File: src/rtl/spi_regfile_peripheral.sv
// SPI mode-0 peripheral exposing NUM_REGS DATA_W-bit registers. All SPI pins are
// oversampled in the clk domain; each frame is R/W bit, address, data, MSB first.
module spi_regfile_peripheral #(
  parameter int NUM_REGS    = 5,
  parameter int DATA_W      = 8,
  parameter int ADDR_W      = 7,
  parameter int SYNC_STAGES = 2
) (
  input  logic                         clk,
  input  logic                         rst_n,
  input  logic                         sclk,
  input  logic                         copi,
  input  logic                         cs_n,
  output logic                         cipo,
  output logic                         cipo_oe,
  output logic [NUM_REGS*DATA_W-1:0]   regs_flat,
  output logic [NUM_REGS-1:0]          wr_strobe,
  output logic                         frame_err
);

  localparam int SH_W  = (ADDR_W > DATA_W) ? ADDR_W : DATA_W;
  localparam int CNT_W = $clog2(SH_W) + 1;

  typedef enum logic [2:0] {IDLE, CMD, ADDR, DATA, DONE} state_e;

  logic [SYNC_STAGES-1:0] sclk_sync_q, sclk_sync_d;
  logic [SYNC_STAGES-1:0] copi_sync_q, copi_sync_d;
  logic [SYNC_STAGES-1:0] cs_sync_q, cs_sync_d;
  logic [SYNC_STAGES-1:0] warm_q, warm_d;
  logic                   armed_q, armed_d;
  state_e                 state_q, state_d;
  logic [CNT_W-1:0]       cnt_q, cnt_d;
  logic [SH_W-1:0]        shift_q, shift_d;
  logic                   rw_q, rw_d;
  logic [ADDR_W-1:0]      addr_q, addr_d;
  logic [DATA_W-1:0]      tx_q, tx_d;
  logic                   pend_q, pend_d;
  logic [DATA_W-1:0]      regs_q [NUM_REGS];
  logic [DATA_W-1:0]      regs_d [NUM_REGS];
  logic [NUM_REGS-1:0]    wr_strobe_q, wr_strobe_d;
  logic                   frame_err_q, frame_err_d;
  logic                   cipo_q, cipo_d;
  logic                   cipo_oe_q, cipo_oe_d;

  logic                   sclk_rise, sclk_fall, cs_low, cs_fall, cs_rise, copi_s, sample;
  logic [SH_W-1:0]        shift_samp;
  logic [DATA_W-1:0]      rd_word;

  always_comb begin
    sclk_sync_d = {sclk_sync_q[SYNC_STAGES-2:0], sclk};
    copi_sync_d = {copi_sync_q[SYNC_STAGES-2:0], copi};
    cs_sync_d   = {cs_sync_q[SYNC_STAGES-2:0], cs_n};
    warm_d      = {warm_q[SYNC_STAGES-2:0], 1'b1};

    sclk_rise  = sclk_sync_q[SYNC_STAGES-2] & ~sclk_sync_q[SYNC_STAGES-1];
    sclk_fall  = ~sclk_sync_q[SYNC_STAGES-2] & sclk_sync_q[SYNC_STAGES-1];
    cs_low     = ~cs_sync_q[SYNC_STAGES-2];
    cs_fall    = ~cs_sync_q[SYNC_STAGES-2] & cs_sync_q[SYNC_STAGES-1];
    cs_rise    = cs_sync_q[SYNC_STAGES-2] & ~cs_sync_q[SYNC_STAGES-1];
    copi_s     = copi_sync_q[SYNC_STAGES-1];
    sample     = sclk_rise & cs_low;
    shift_samp = (shift_q << 1) | SH_W'(copi_s);

    // After reset a frame may only start once cs_n has been seen high through a
    // fully refreshed synchroniser, so a frame cut by reset is never resumed.
    armed_d = armed_q | (warm_q[SYNC_STAGES-1] & cs_sync_q[SYNC_STAGES-1] & cs_sync_q[SYNC_STAGES-2]);

    rd_word = '0;
    for (int i = 0; i < NUM_REGS; i++) begin
      if (shift_samp[ADDR_W-1:0] == ADDR_W'(i)) rd_word = regs_q[i];
    end

    state_d     = state_q;
    cnt_d       = cnt_q;
    shift_d     = shift_q;
    rw_d        = rw_q;
    addr_d      = addr_q;
    tx_d        = tx_q;
    pend_d      = 1'b0;
    regs_d      = regs_q;
    wr_strobe_d = '0;
    frame_err_d = 1'b0;
    cipo_d      = 1'b0;
    cipo_oe_d   = cs_low;

    case (state_q)
      IDLE: begin
        if (cs_fall && armed_q) begin
          state_d = CMD;
          cnt_d   = '0;
          shift_d = '0;
        end
      end
      CMD, ADDR, DATA: begin
        if (cs_rise) begin
          state_d     = IDLE;
          frame_err_d = 1'b1;
        end else begin
          if (state_q == DATA && !rw_q) begin
            cipo_d = cipo_q;
            if (sclk_fall) begin
              cipo_d = tx_q[DATA_W-1];
              tx_d   = tx_q << 1;
            end
          end
          if (sample) begin
            shift_d = shift_samp;
            cnt_d   = cnt_q + 1'b1;
            if (state_q == CMD) begin
              rw_d    = copi_s;
              state_d = ADDR;
              cnt_d   = '0;
            end else if (state_q == ADDR) begin
              if (cnt_q == CNT_W'(ADDR_W-1)) begin
                addr_d  = shift_samp[ADDR_W-1:0];
                tx_d    = rd_word;
                state_d = DATA;
                cnt_d   = '0;
              end
            end else if (cnt_q == CNT_W'(DATA_W-1)) begin
              state_d = DONE;
              pend_d  = 1'b1;
            end
          end
        end
      end
      DONE: begin
        if (cs_rise) state_d = IDLE;
      end
      default: state_d = IDLE;
    endcase

    // Commit one clk after DONE is entered; out-of-range addresses match nothing.
    if (pend_q && rw_q) begin
      for (int i = 0; i < NUM_REGS; i++) begin
        if (addr_q == ADDR_W'(i)) begin
          regs_d[i]      = shift_q[DATA_W-1:0];
          wr_strobe_d[i] = 1'b1;
        end
      end
    end
  end

  always_ff @(posedge clk or negedge rst_n) begin
    if (!rst_n) begin
      sclk_sync_q <= '0;
      copi_sync_q <= '0;
      cs_sync_q   <= '1;
      warm_q      <= '0;
      armed_q     <= 1'b0;
      state_q     <= IDLE;
      cnt_q       <= '0;
      shift_q     <= '0;
      rw_q        <= 1'b0;
      addr_q      <= '0;
      tx_q        <= '0;
      pend_q      <= 1'b0;
      for (int i = 0; i < NUM_REGS; i++) regs_q[i] <= '0;
      wr_strobe_q <= '0;
      frame_err_q <= 1'b0;
      cipo_q      <= 1'b0;
      cipo_oe_q   <= 1'b0;
    end else begin
      sclk_sync_q <= sclk_sync_d;
      copi_sync_q <= copi_sync_d;
      cs_sync_q   <= cs_sync_d;
      warm_q      <= warm_d;
      armed_q     <= armed_d;
      state_q     <= state_d;
      cnt_q       <= cnt_d;
      shift_q     <= shift_d;
      rw_q        <= rw_d;
      addr_q      <= addr_d;
      tx_q        <= tx_d;
      pend_q      <= pend_d;
      regs_q      <= regs_d;
      wr_strobe_q <= wr_strobe_d;
      frame_err_q <= frame_err_d;
      cipo_q      <= cipo_d;
      cipo_oe_q   <= cipo_oe_d;
    end
  end

  for (genvar g = 0; g < NUM_REGS; g++) begin : g_flat
    assign regs_flat[g*DATA_W +: DATA_W] = regs_q[g];
  end

  assign wr_strobe = wr_strobe_q;
  assign frame_err = frame_err_q;
  assign cipo      = cipo_q;
  assign cipo_oe   = cipo_oe_q;

endmodule

File: config.mk
export PLATFORM = sky130hd
export DESIGN_NAME = spi_regfile_peripheral
export DESIGN_NICKNAME = d
export VERILOG_FILES = /design/src/rtl/spi_regfile_peripheral.sv
export SDC_FILE = /design/constraint.sdc
export NUM_CORES = 1
export LEC_CHECK = 0
export CAP_MARGIN = 20
export CELL_PAD_IN_SITES_DETAIL_PLACEMENT = 1
export CELL_PAD_IN_SITES_GLOBAL_PLACEMENT = 2
export CORE_ASPECT_RATIO = 1.2
export CORE_MARGIN = 2
export CORE_UTILIZATION = 35
export CTS_CLUSTER_SIZE = 24
export DETAILED_ROUTE_END_ITERATION = 16
export HOLD_SLACK_MARGIN = 0.12
export PLACE_DENSITY_LB_ADDON = 0.1
export SKIP_LAST_GASP = 1
export SYNTH_ARGS = -nofsm -noshare
export SYNTH_HDL_FRONTEND = slang
export SYNTH_SLANG_ARGS = --single-unit
File: constraint.sdc
create_clock -name clk -period 3.5 [get_ports clk]
set_clock_uncertainty 0.15 [all_clocks]
set_input_delay 0.7 -clock clk [delete_from_list [all_inputs] [get_ports clk]]
set_output_delay 0.7 -clock clk [all_outputs]
set_load 0.02 [all_outputs]
# Yosys cells after proc, flatten, opt, wreduce, memory -nomap -nowiden
# Index checks and enable logic that the tools add are counted.
# W data, S select, Z words.
# totals
ff_bits	89
output_inout_bits	48
word_cells	127
# op_classes
addsub	1
eq_ne	22
mux	49
bitwise_logic	15
reduce_logical	19
# ops
operator	n
$mux W8	14
$eq A7 B2 Y1 const B	4
$mux W3	8
$mux W4	6
$mux W1	17
$pmux W8 S2	1
$eq A7 B1 Y1 const B	2
$eq A7 B3 Y1 const B	2
$logic_not A7 Y1	2
$reduce_and A2 Y1	6
$ne A5 B5 Y1 const B	2
$pmux W3 S3	1
$eq A4 B3 Y1 const B	2
$ne A2 B2 Y1 const B	4
$or A8 B1 Y8	1
$pmux W4 S2	1
$reduce_and A4 Y1	2
$and A1 B1 Y1	7
$eq A3 B2 Y1 const B	2
$not A1 Y1	6
$reduce_and A6 Y1	1
$mux W5	1
$reduce_and A5 Y1	1
$add A4 B1 Y4 const B	1
other kinds (10)	12

# Depth between registers and ports, before layout
# Gate-level depths: netlist of the first run.
# logic_depth
depth_word	11
depth_mapped	7
ltp_nobuf	6

# Worst setup path after synthesis of the first run
# Ideal clock, no wire load.
# synth_timing
path_kind	register to register
startpoint	register regs_q (netlist bit regs_flat[31])
endpoint	register tx_q[7]
t_arrival_ps	1563
t_required_ps	3229
path_slack_ps	1666
path_stages_with_launch	5
synth_period_minus_slack_ps	1834
cell_sequence	dfrtp_1 -> or2_1 -> mux4_2 -> a221o_1 -> a22o_1
# synth_via
elab_chain_len	6
# synth_rtl
element	line_no	text
start, declared	38	logic [DATA_W-1:0] regs_q [NUM_REGS];
start signal, assigned	176	regs_q <= regs_d;
$mux W8 (2 in a row)	70	if (shift_samp[ADDR_W-1:0] == ADDR_W'(i)) rd_word = regs_q[i];
$mux W8	114	if (cnt_q == CNT_W'(ADDR_W-1)) begin
$mux W8	113	end else if (state_q == ADDR) begin
$mux W8	109	if (state_q == CMD) begin
$mux W8	106	if (sample) begin
end signal, assigned	174	tx_q <= tx_d;
end, declared	36	logic [DATA_W-1:0] tx_q, tx_d;
# No other way between the ends.
# A chain may end at the register's enable or synchronous reset.

# Worst setup path after layout of the first run
# layout_timing
startpoint	register regs_q (netlist bit regs_flat[34])
endpoint	output regs_flat[34]
# layout_lines
element	line_no	text
end, declared	16	output logic [NUM_REGS*DATA_W-1:0] regs_flat,
# No word-level cell between the ends.

==> results.sh, run 1 <==
export IMPL_path_max_fanout=3
export IMPL_die_area_mm2=0.01223
export IMPL_combPwrFrac_pct=15.4
export IMPL_worst_slack_ns=1.262
export IMPL_worst_ir_drop_vdd_uv=216.8
export IMPL_ff_latch_area_mm2=0.002230
export IMPL_relSlewSlack_pct=49.58
export IMPL_drt_iter0_markers=101
export IMPL_start_kind="flop"
export IMPL_synth_simple_gate_area_share_pct=10.79
export IMPL_cts_root_buf="clkbuf_16"
export IMPL_max_freq_mhz=446.8
export IMPL_report_final_setup_viol=0
export IMPL_synth_distinct_cells=55
export IMPL_p_leak_nw=2.233
export IMPL_crit_arrival_ns=1.39
export IMPL_synth_flop_cell="dfrtp_1"
export IMPL_layout_common_cells="dfrtp_1, clkdlybuf4s50_1, mux2_2, a22o_1, clkbuf_16"
export IMPL_post_route_period_util_pct=63.95
export IMPL_core_area_mm2=0.01104
export IMPL_drive_gt1_share_pct=28.99
export IMPL_regToRegEndpoint="tx_q[7]"
export IMPL_antenna_found_initial=0
export IMPL_required_ns=2.65
export IMPL_boundaryPins=53
export IMPL_grt_pass1_wl_um=15270
export IMPL_cts_buffers=9
export IMPL_intPower_mw=1.862
export IMPL_cts_hold_buffers=0
export IMPL_ctsResizeCount=0
export IMPL_cts_tree="yes"
export IMPL_yosysSeqAreaShare_pct=56.07
export IMPL_p_sw_share_pct=29.17
export IMPL_slowest_stage="clkdlybuf4s50_1"
export IMPL_async_reset_ff_share_pct=100.0
export IMPL_finalHoldViolations=0
export IMPL_cp_slowest_stage_delay_ns=0.63
export IMPL_grtUsageTotal_pct=16.73
export IMPL_drtPass1Iterations=4
export IMPL_max_clock_path_buffers=2
export IMPL_hold_path_class="input port to async pin"
export IMPL_muxShareOfSynthArea_pct=19.26
export IMPL_status="complete, no violations"
export IMPL_clkPwrFrac_pct=35.0
export IMPL_grt_pass1_vias=2766
export IMPL_synth_xor_xnor_area_share_pct=0
export IMPL_power_mw=2.629
export IMPL_p_seq_share_pct=49.7
export IMPL_multiInputGateArea_mm2=0.001613
export IMPL_clkLatencyLatePin_ns=0.33
export IMPL_synth_fp_nets=294
export IMPL_placed_cells=454
export IMPL_die_width_um=101.3
export IMPL_initial_core_util_pct=36.03
export IMPL_path_class="flop to output pin"
export IMPL_switchingPower_mw=0.7670
export IMPL_grt_overflow=0
export IMPL_yosys_warnings=0
export IMPL_ant_nets=0
export IMPL_post_cts_buffers=0
export IMPL_htree_levels=3
export IMPL_fin_setup_tns_ns=0
export IMPL_num_rows=42
export IMPL_dp_slack_ns=1.270
export IMPL_critPathTopFamily="buffers and inverters"
export IMPL_endpoint_kind="output pin"
export IMPL_r2r_setup_slack_ns=1.32
export IMPL_worst_slew_pin_slew_ns=0.7563
export IMPL_die_h_um=120.8
export IMPL_nFillCells=1139
export IMPL_max_cap_violations=0
export IMPL_grt_max_degree=50
export IMPL_p_per_area_mw_per_mm2=540.9
export IMPL_synth_top_family_by_area="multiplexers"
export IMPL_maxSlewViolCount=0
export IMPL_routed_via_density=5.360
export IMPL_netlist_instances=287
export IMPL_rsz0062_at_grt="no"
export IMPL_vias=2519
export IMPL_r2r_start="shift_q[1]"
export IMPL_nets=340
export IMPL_drc=0
export IMPL_final_cells=470
export IMPL_clk_pin_slew_worst_paths_ns=0.06
export IMPL_syn_area_per_cell_um2=13.85
export IMPL_synthToLayoutAreaGrowth_pct=22.25
export IMPL_cp_cell_sequence="clkdlybuf4s50_1"
export IMPL_clock_sinks=89
export IMPL_cp_num_buf_inv=1
export IMPL_routabilityCongestion=0.7627
export IMPL_fin_util_pct=44.05
export IMPL_avgRoutedWirePerCell_um=20.06
export IMPL_synth_compound_area_share_pct=9.786
export IMPL_netlist_area_mm2=0.003976
export IMPL_synthAdderAreaFrac_pct=0.6293
export IMPL_diodes=0
export IMPL_final_common_cell="dfrtp_1"
export IMPL_hpwl_um=6395
export IMPL_synth_seq_cells=89
export IMPL_io_buffers=52
export IMPL_synth_edff_count=0
export IMPL_cp_num_cells=1
export IMPL_r2r_cells=4
export IMPL_min_period_ns=2.238
export IMPL_drt_wl_total_um=9428
-- Yosys cell counts, drive strengths merged (2+ instances only) --
| cell | number | area [um2] |
|---|---|---|
| dfrtp | 87 | 2177 |
| mux2 | 51 | 578.1 |
| buf | 10 | 72.56 |
| a22o | 9 | 78.83 |
| or2 | 9 | 56.31 |
| clkbuf | 8 | 31.28 |
| inv | 8 | 30.03 |
| nor2 | 8 | 30.03 |
| a221o | 7 | 70.07 |
| mux4 | 7 | 157.7 |
| nor3 | 7 | 51.30 |
| nand2b | 6 | 37.54 |
| o21ai | 6 | 30.03 |
| o221a | 6 | 67.56 |
| a21oi | 5 | 28.78 |
| nand2 | 5 | 18.77 |
| a211oi | 4 | 30.03 |
| nor2b | 4 | 25.02 |
| and3 | 3 | 18.77 |
| mux2i | 3 | 30.03 |
| nand3 | 3 | 25.02 |
| nand3b | 3 | 30.03 |
| o31ai | 3 | 22.52 |
| a31o | 2 | 17.52 |
| and2b | 2 | 15.01 |
| and3b | 2 | 17.52 |
| dfstp | 2 | 52.55 |
| ha | 2 | 25.02 |
| nand4 | 2 | 27.53 |
-- per-stage QoR --
stage          instance area (um2)  hold WS [ns]
2_1_floorplan                 3976        0.1812
3_5_place_dp                  4576        0.1971
3_3_place_gp                  4576        0.1865
6_report                      4861        0.2061
5_1_grt                       4861        0.2173
4_1_cts                       4861        0.2107
-- state kept, by name (all words and copies together) (netlist names), 2 cells and up --
name,count
copi_sync_q,2
cnt_q,4
tx_q,8
shift_q,8
addr_q,7
state_q,3
wr_strobe,5
regs_flat,40
sclk_sync_q,2
warm_q,2
cs_sync_q,2
-- cells by family (layout without fill, tap and decap cells) --
kind of cell | Yosys count | count (layout)
compound gates | 47 | 47
fa+ha+maj | 2 | 2
buf+inv | 26 | 77
flops | 89 | 89
mux | 61 | 61
other cells | 1 | 1
simple gates | 61 | 61
-- final cells by class --
cell class / instances / share of cell area (%)
sequential: 89 / 45.87
multi-input combinational: 172 / 33.18
timing repair buffer: 53 / 11.07
clock buffer: 13 / 5.560
tap: 132 / 3.398
inverter: 8 / 0.6178
clock inverter: 3 / 0.3089
-- layer usage --
layer	track usage, %	vias up	part of all wire (%)	wire length [um]
met3	3.179	8	2.6	245
met4	5.574	0	1.2	113
met5	0	-	0	0
li1	-	1151	-	-
met2	28.97	37	53	4983
met1	20.77	1323	43	4085
-- power groups by stage --
stage / Sequential [mW] / Clock, mW / Combinational, mW
floorplan: 1.19 / 0 / 0.424
global placement: 1.33 / 0 / 0.402
detailed placement: 1.33 / 0 / 0.410
CTS: 1.31 / 0.947 / 0.410
global route: 1.33 / 0.987 / 0.456
finish: 1.31 / 0.919 / 0.404
-- worst max-delay path by stage --
stage                        start       endpoint
floorplan            regs_flat[31]        tx_q[7]
global placement    copi_sync_q[1]        tx_q[4]
detailed placement  copi_sync_q[1]        tx_q[3]
CTS                 copi_sync_q[1]        tx_q[3]
global route        copi_sync_q[1]        tx_q[6]
finish               regs_flat[34]  regs_flat[34]
(Power assumes the default switching activity.)
==> inputs of run 2 (changes only) <==
==> constraint.sdc (replaced) <==
create_clock -name clk -period 2.15 [get_ports clk]
set_clock_uncertainty 0.15 [all_clocks]
set_input_delay 0.43 -clock clk [delete_from_list [all_inputs] [get_ports clk]]
set_output_delay 0.43 -clock clk [all_outputs]
set_load 0.02 [all_outputs]
==> results.sh, run 2 (synthesis results as in run 1) <==
export IMPL_drive_gt1_share_pct=34.43
export IMPL_clkLatencyLatePin_ns=0.34
export IMPL_synthToLayoutAreaGrowth_pct=28.73
export IMPL_whs_ns=0.2010
export IMPL_ctsResizeCount=0
export IMPL_hpwl_um=6925
export IMPL_fin_util_pct=46.38
export IMPL_final_common_cell="dfrtp_1"
export IMPL_die_area_mm2=0.01223
export IMPL_endpoint_kind="flop"
export IMPL_max_cap_violations=0
export IMPL_core_area_mm2=0.01104
export IMPL_multiInputGateArea_mm2=0.001613
export IMPL_boundaryPins=53
export IMPL_htree_levels=3
export IMPL_path_max_fanout=9
export IMPL_p_leak_nw=2.379
export IMPL_p_sw_share_pct=29.26
export IMPL_rsz0062_at_grt="no"
export IMPL_die_width_um=101.3
export IMPL_drtPass1Iterations=4
export IMPL_io_buffers=52
export IMPL_drt_wl_total_um=9747
export IMPL_nets=368
export IMPL_p_per_area_mw_per_mm2=896.1
export IMPL_slowest_stage="dfrtp_1"
export IMPL_combPwrFrac_pct=21.7
export IMPL_grt_pass1_vias=2828
export IMPL_maxSlewViolCount=0
export IMPL_power_mw=4.587
export IMPL_clk_pin_slew_worst_paths_ns=0.07
export IMPL_cp_cell_sequence="or2_1 > mux4_2 > a221o_1 > o221a_2"
export IMPL_grt_max_degree=34
export IMPL_initial_core_util_pct=36.03
export IMPL_cts_tree="yes"
export IMPL_cts_root_buf="clkbuf_16"
export IMPL_switchingPower_mw=1.342
export IMPL_grtUsageTotal_pct=17.54
export IMPL_routabilityCongestion=0.7441
export IMPL_report_final_setup_viol=0
export IMPL_dp_slack_ns=0.1400
export IMPL_diodes=0
export IMPL_crit_arrival_ns=2.10
export IMPL_fin_setup_tns_ns=0
export IMPL_die_h_um=120.8
export IMPL_largest_reg_flops=40
export IMPL_max_freq_mhz=493.9
export IMPL_hold_path_class="flop to flop"
export IMPL_cts_buffers=9
export IMPL_ant_nets=0
export IMPL_path_class="flop to flop"
export IMPL_min_period_ns=2.025
export IMPL_start_kind="flop"
export IMPL_drt_iter0_markers=81
export IMPL_post_route_period_util_pct=94.17
export IMPL_max_clock_path_buffers=2
export IMPL_clock_sinks=89
export IMPL_status="complete, no violations"
export IMPL_routed_via_density=5.285
export IMPL_avgRoutedWirePerCell_um=19.57
export IMPL_ff_latch_area_mm2=0.002230
export IMPL_num_rows=42
export IMPL_finalHoldViolations=0
export IMPL_post_cts_buffers=0
export IMPL_drc=0
export IMPL_vias=2632
export IMPL_nFillCells=1129
export IMPL_intPower_mw=3.245
export IMPL_worst_ir_drop_vdd_uv=489.6
export IMPL_clkPwrFrac_pct=34.7
export IMPL_required_ns=2.23
export IMPL_grt_pass1_wl_um=16170
export IMPL_layout_common_cells="dfrtp_1, clkdlybuf4s50_1, mux2_2, buf_4"
export IMPL_antenna_found_initial=0
export IMPL_cp_slowest_stage_delay_ns=0.52
export IMPL_p_seq_share_pct=43.6
export IMPL_worst_slack_ns=0.1254
export IMPL_grt_overflow=0
run 2: changes by cell type in the layout (fill, tap and decap cells not counted), sizes merged:
cell         change
buf             +27
clkbuf           -3
clkinvlp         +3
clkinv           -2
bufinv           +1
dlygate4sd3      +1
inv              +1
run 2: cell type report:
class	instances	share of cell area (%)
sequential	89	43.56
multi-input combinational	172	31.51
timing repair buffer	81	15.16
clock buffer	10	4.669
tap	132	3.227
clock inverter	6	1.296
inverter	8	0.5867
run 2: worst paths after layout:
| check | startpoint | end | slack [ns] | depth (start not counted) |
|---|---|---|---|---|
| max in group asynchronous | rst_n | cs_sync_q[0] | 0.85 | 3 |
| setup / recovery | shift_q[1] | tx_q[6] | 0.13 | 4 |
| setup reg to reg | shift_q[1] | tx_q[6] | 0.13 | 4 |
| hold / removal | warm_q[0] | warm_q[1] | 0.20 | 0 |
| hold reg to reg | warm_q[0] | warm_q[1] | 0.20 | 0 |
| min in group asynchronous | rst_n | cnt_q[2] | 0.40 | 2 |
run 2: stage by stage:
step,instances,area (um2)
after floorplan,287,3976
after global placement,481,4803
after detailed placement,481,4803
after CTS,498,5119
after global routing,498,5119
final,498,5119
run 2: worst max-delay path, delay by kind of cell, from the launching register on:
family,cells,cell delay [ns]
simple gates,1,0.29
mux,1,0.47
compound gates,2,0.48
flops,1,0.52
run 2: power by group through the flow:
stage               Combinational (mW)  Clock (mW)  Sequential, mW
global route                      1.11        1.69            2.02
global placement                 0.986           0            2.03
finish                           0.995        1.59            2.00
floorplan                        0.690           0            1.94
detailed placement                1.00           0            2.03
CTS                               1.01        1.65            2.00
run 2: metal layers:
layer  vias to the layer above  GRT usage, %  wire length, um  part of all wire, %
met5                         -             0                0                    0
met4                         0         6.841              176                  1.8
met3                        11         2.312              153                  1.6
met2                        37         28.93             5061                   52
met1                      1373         23.31             4355                   45
li1                       1211             -                -                    -
run 2: what timing repair did:
| action | CTS | global route |
|---|---|---|
| endpoints found under the setup margin | 0 | 0 |
| hold buffers | 1 | 0 |
| endpoints found under the hold margin | 23 | 0 |
